## src/rtl/datapath_rca_serial.sv

```systemverilog
// Digit-serial ripple-carry adder/subtractor: DIGIT bits per clock, carry registered between digits.
// Optional signed-overflow output enabled by DATAPATH_RCA_OVF_EN.
module datapath_rca_serial #(
  parameter int WIDTH = 8,
  parameter int DIGIT = 2
) (
  input  logic             clk,
  input  logic             rst_n,
  input  logic             load,
  input  logic [WIDTH-1:0] a,
  input  logic [WIDTH-1:0] b,
  input  logic             Cin,
  input  logic             sub,
  output logic [WIDTH:0]   Q,
  output logic             busy,
`ifdef DATAPATH_RCA_OVF_EN
  output logic             ovf,
`endif
  output logic             done
);
  localparam int N  = WIDTH / DIGIT;
  localparam int CW = (N > 1) ? $clog2(N) : 1;

  typedef enum logic {IDLE, RUN} state_t;

  state_t           state_q, state_d;
  logic [WIDTH-1:0] a_q, a_d;
  logic [WIDTH-1:0] bx_q, bx_d;
  logic [WIDTH-1:0] acc_q, acc_d;
  logic             carry_q, carry_d;
  logic [CW-1:0]    cnt_q, cnt_d;
  logic [WIDTH:0]   q_q, q_d;
  logic             busy_q, busy_d;
  logic             done_q, done_d;
`ifdef DATAPATH_RCA_OVF_EN
  logic             ovf_q, ovf_d;
`endif

  logic [DIGIT-1:0] dig_a, dig_b, dig_s;
  logic [DIGIT:0]   c;
  logic             last;

  // Operand B is stored pre-inverted in subtract mode, so the slice only ever adds.
  assign dig_a = a_q[int'(cnt_q)*DIGIT +: DIGIT];
  assign dig_b = bx_q[int'(cnt_q)*DIGIT +: DIGIT];
  assign c[0]  = carry_q;
  assign last  = (cnt_q == CW'(N-1));

  for (genvar g = 0; g < DIGIT; g++) begin : g_fa
    assign dig_s[g] = dig_a[g] ^ dig_b[g] ^ c[g];
    assign c[g+1]   = (dig_a[g] & dig_b[g]) | (c[g] & (dig_a[g] ^ dig_b[g]));
  end

  always_comb begin
    state_d = state_q;
    a_d     = a_q;
    bx_d    = bx_q;
    acc_d   = acc_q;
    carry_d = carry_q;
    cnt_d   = cnt_q;
    q_d     = q_q;
    busy_d  = busy_q;
    done_d  = 1'b0;
`ifdef DATAPATH_RCA_OVF_EN
    ovf_d   = ovf_q;
`endif
    case (state_q)
      IDLE: begin
        if (load) begin
          a_d     = a;
          bx_d    = sub ? ~b : b;
          carry_d = sub ? 1'b1 : Cin;
          cnt_d   = '0;
          acc_d   = '0;
          busy_d  = 1'b1;
          state_d = RUN;
        end
      end
      RUN: begin
        acc_d[int'(cnt_q)*DIGIT +: DIGIT] = dig_s;
        carry_d = c[DIGIT];
        cnt_d   = cnt_q + CW'(1);
        if (last) begin
          // Q only changes here, so it never shows a partial sum.
          q_d     = {c[DIGIT], acc_d};
          done_d  = 1'b1;
          busy_d  = 1'b0;
          cnt_d   = '0;
          state_d = IDLE;
`ifdef DATAPATH_RCA_OVF_EN
          ovf_d   = c[DIGIT-1] ^ c[DIGIT];
`endif
        end
      end
      default: state_d = IDLE;
    endcase
  end

  always_ff @(posedge clk) begin
    if (!rst_n) begin
      state_q <= IDLE;
      a_q     <= '0;
      bx_q    <= '0;
      acc_q   <= '0;
      carry_q <= 1'b0;
      cnt_q   <= '0;
      q_q     <= '0;
      busy_q  <= 1'b0;
      done_q  <= 1'b0;
`ifdef DATAPATH_RCA_OVF_EN
      ovf_q   <= 1'b0;
`endif
    end else begin
      state_q <= state_d;
      a_q     <= a_d;
      bx_q    <= bx_d;
      acc_q   <= acc_d;
      carry_q <= carry_d;
      cnt_q   <= cnt_d;
      q_q     <= q_d;
      busy_q  <= busy_d;
      done_q  <= done_d;
`ifdef DATAPATH_RCA_OVF_EN
      ovf_q   <= ovf_d;
`endif
    end
  end

  assign Q    = q_q;
  assign busy = busy_q;
  assign done = done_q;
`ifdef DATAPATH_RCA_OVF_EN
  assign ovf  = ovf_q;
`endif

endmodule

```

## config.mk

```make
export PLATFORM = sky130hd
export DESIGN_NAME = datapath_rca_serial
export DESIGN_NICKNAME = d
export VERILOG_FILES = /design/src/rtl/datapath_rca_serial.sv
export SDC_FILE = /design/constraint.sdc
export NUM_CORES = 1
export LEC_CHECK = 0
export CAP_MARGIN = 20
export CELL_PAD_IN_SITES_DETAIL_PLACEMENT = 1
export CELL_PAD_IN_SITES_GLOBAL_PLACEMENT = 1
export CORE_MARGIN = 4
export CORE_UTILIZATION = 40
export CTS_BUF_LIST = sky130_fd_sc_hd__clkbuf_4 sky130_fd_sc_hd__clkbuf_8 sky130_fd_sc_hd__clkbuf_16
export CTS_CLUSTER_SIZE = 20
export DETAILED_ROUTE_END_ITERATION = 8
export DONT_BUFFER_PORTS = 1
export PLACE_DENSITY = 0.7
export SYNTH_ARGS = -nofsm -noshare
export SYNTH_HDL_FRONTEND = slang
export SYNTH_SLANG_ARGS = --single-unit
```

## constraint.sdc

```tcl
create_clock -name clk -period 4.5 [get_ports clk]
set_clock_uncertainty 0.15 [all_clocks]
set_input_delay 0 -clock clk [delete_from_list [all_inputs] [get_ports clk]]
set_output_delay 0 -clock clk [all_outputs]
set_load 0.05 [all_outputs]
```

==> impl_metrics.json <==
{
  "status": "completed",
  "core_area_sq_um": 4444,
  "nNetsFinal": 260,
  "post_drt_via_cell_ratio": 5.581,
  "ys_types": 33,
  "htreeDepth": 2,
  "ctsLongestPathBuffers": 2,
  "tightestPinTransition_ns": 0.5886,
  "area_growth_pct": 25.58,
  "grt_pass1_vias": 1783,
  "peakVddDrop_mv": 0.1837,
  "rsz0062_at_grt": "no",
  "wl_mm": 5.051,
  "drv_cap": 0,
  "cp-end-kind": "flip-flop",
  "worstPathRequired_ns": 4.57,
  "crit_slowest_cell": "dfxtp_1",
  "syn_nets": 226,
  "power_frac_seq": 0.492,
  "most-common-layout-cells": "dfxtp_1, dlygate4sd3_1, nand2_1, a21boi_1, nor2b_1",
  "post_cts_buffers": 0,
  "hold_violations": 0,
  "vias": 1585,
  "num_io_pins": 32,
  "busiest_layer": "met2",
  "hpwlAfterDp_mm": 3.005,
  "cts.clk_slew.worst_paths_ns": 0.08,
  "cp_cell_sequence": "mux4_2 > fa_1 > fa_1 > nor2b_1 > nand3_1 > a21boi_1",
  "drive_gt1_frac": 0.06034,
  "syn_area_sq_um": 1878,
  "period_share": 0.6923,
  "start_util": 0.4226,
  "fp-row-count": 24,
  "synthTopCellsByArea": "dfxtp_1, nand2_1, a21boi_1",
  "post-place-ws_ns": 1.391,
  "pwr-share-comb": 0.161,
  "diodes": 0,
  "swShare": 0.2529,
  "gp_congestion": 0.7950,
  "drt_first_pass_iters": 4,
  "maxSlewHeadroom": 0.6071,
  "clock_sinks": 39,
  "cp_top_family": "adder cells",
  "synth-seq-cells": 39,
  "finalMaxSlewViolations": 0,
  "p_switching_mw": 0.1937,
  "met1_usage": 0.2138,
  "hp-class": "input pin to flip-flop",
  "finalWorstSetupSlack_ns": 1.385,
  "synth_warnings": 0,
  "cpMostUsedCell": "fa_1",
  "cts_buffers": 5,
  "clock_power_share": 0.347,
  "cts_tree": "built",
  "layout_commonest_cell": "dfxtp_1",
  "root_buffer": "clkbuf_8",
  "period_needed_ns": 3.115,
  "crit_path_max_incr_delay_ns": 0.66,
  "yosysTopAreaCellShare": 0.4157,
  "fp.dieArea_sq_um": 5855,
  "clock_latency_ns": 0.29,
  "power_mw": 0.7662,
  "grt_util_met3": 0.03191,
  "p_int_mw": 0.5724,
  "synth-main-ff-cell": "dfxtp_1",
  "drc_errors": 0,
  "synth-edff-count": 0,
  "syn_inst": 197,
  "yosysSeqAreaShare": 0.4157,
  "critical_path_buf_inv_count": 0,
  "die_x_microns": 76.52,
  "netlist.top_cell.by_area": "dfxtp_1",
  "multiInputGateArea_sq_um": 988.4,
  "die_h_microns": 76.52,
  "antenna_found_initial": 0,
  "grt_use_met2": 0.3409,
  "grt_max_degree": 39,
  "max_freq_ghz": 0.3210,
  "critical_path_class": "flip-flop to flip-flop",
  "io_buffers": 0,
  "grt_overflow": 0,
  "wl_per_cell_microns": 17.79,
  "p_per_area_nw_per_um2": 324.9,
  "cp-start-kind": "flip-flop",
  "fillers": 503,
  "critPathArrivalTime_ns": 3.19,
  "grt_pass1_wl_mm": 8.783,
  "crit_fanout": 12,
  "avgSynthCellArea_sq_um": 9.533,
  "synthArstFlopShare": 0,
  "final.setup.tns_ns": 0,
  "setup_viol": 0,
  "seq_area_sq_um": 780.7,
  "grt.total_usage": 0.1877,
  "leakage_nw": 0.9868,
  "ant_nets": 0,
  "drtIter0Drc": 103
}
==> tightest hold or removal path, delay by kind of cell <==
kind	cells	cell delay (ns)
simple gates	2	0.21
buf+inv	1	0.21
compound gates	1	0.05
==> metal layers <==
metal / wire length (microns) / vias to the layer above / part of all wire
met5: 0 / - / 0
met2: 2678 / 35 / 0.53
met4: 136 / 0 / 0.027
met3: 145 / 15 / 0.029
li1: - / 755 / -
met1: 2091 / 780 / 0.41
==> flip-flops by register name, summed over array words and instances (netlist names) <==
register  count
bx_q          8
state_q       1
a_q           8
Q             9
busy          1
carry_q       1
acc_q         8
done          1
cnt_q         2
==> kinds of logic after synthesis <==
logic type | share of synthesized area
and+or+nand+nor | 0.1912
AOI/OAI and AO/OA | 0.1779
DFF | 0.4157
buffers and inverters | 0.05796
xor gates and xnor gates | 0.03731
adders and majority gates | 0.06129
muxes | 0.05863
==> cells in the mapped netlist, drive strengths merged, types with 2 or more instances <==
cell    count
o21ai       6
a21oi       5
nor2b       9
fa          2
nor2        7
ha          6
mux2i       2
and3        2
nand4       5
nand2b      5
and4b       3
xnor2       8
o211a       8
a21boi     14
nand3       3
dfxtp      39
buf        10
o22ai       2
and2        2
inv         6
mux4        4
a32oi       2
a22o        2
a31oi       6
nand2      34
clkbuf      2
==> area by class of cell <==
| type | instances | share of cell area |
|---|---|---|
| Multi-Input combinational cell | 140 | 0.4191 |
| Sequential cell | 39 | 0.3310 |
| Timing Repair Buffer | 39 | 0.1687 |
| Clock buffer | 8 | 0.04403 |
| Tap cell | 52 | 0.02759 |
| Inverter | 6 | 0.009549 |
==> path summary, 6_finish.rpt <==
check / start / endpoint / slack [ns] / depth (start not counted)
worst max-delay path: cnt_q[0]$_SDFFE_PN0P_ / Q[1]$_SDFFE_PN0P_ / 1.38 / 6
worst min-delay path: load / a_q[4]$_SDFFE_PN0P_ / 0.08 / 4
worst max register to register: cnt_q[0]$_SDFFE_PN0P_ / Q[1]$_SDFFE_PN0P_ / 1.38 / 6
worst min register to register: acc_q[6]$_SDFFE_PN0P_ / acc_q[6]$_SDFFE_PN0P_ / 0.31 / 2
==> stage by stage <==
stage | utilization | instances | hold WS, ns | area [sq um]
final | 0.5307 | 284 | 0.07553 | 2359
after global routing | 0.5307 | 284 | 0.1034 | 2359
after CTS | 0.5307 | 284 | 0.06758 | 2359
after detailed placement | 0.4195 | 238 | -0.006754 | 1864
after global placement | 0.4195 | 238 | -0.01328 | 1864
after floorplan | - | 197 | -0.01518 | 1878
==> power groups by stage <==
stage | Combinational (mW) | Sequential (mW) | Clock [mW]
after floorplan | 0.0767 | 0.377 | 0
after global placement | 0.0742 | 0.384 | 0
after detailed placement | 0.0785 | 0.385 | 0
after CTS | 0.118 | 0.377 | 0.271
after global routing | 0.136 | 0.379 | 0.291
final | 0.123 | 0.377 | 0.266
==> timing repair <==
item                                   in CTS  in global routing
hold buffers                               38                  0
endpoints found under the hold margin      39                  0
gates resized for setup                     0                  0
Power figures use the tool's default switching activity.
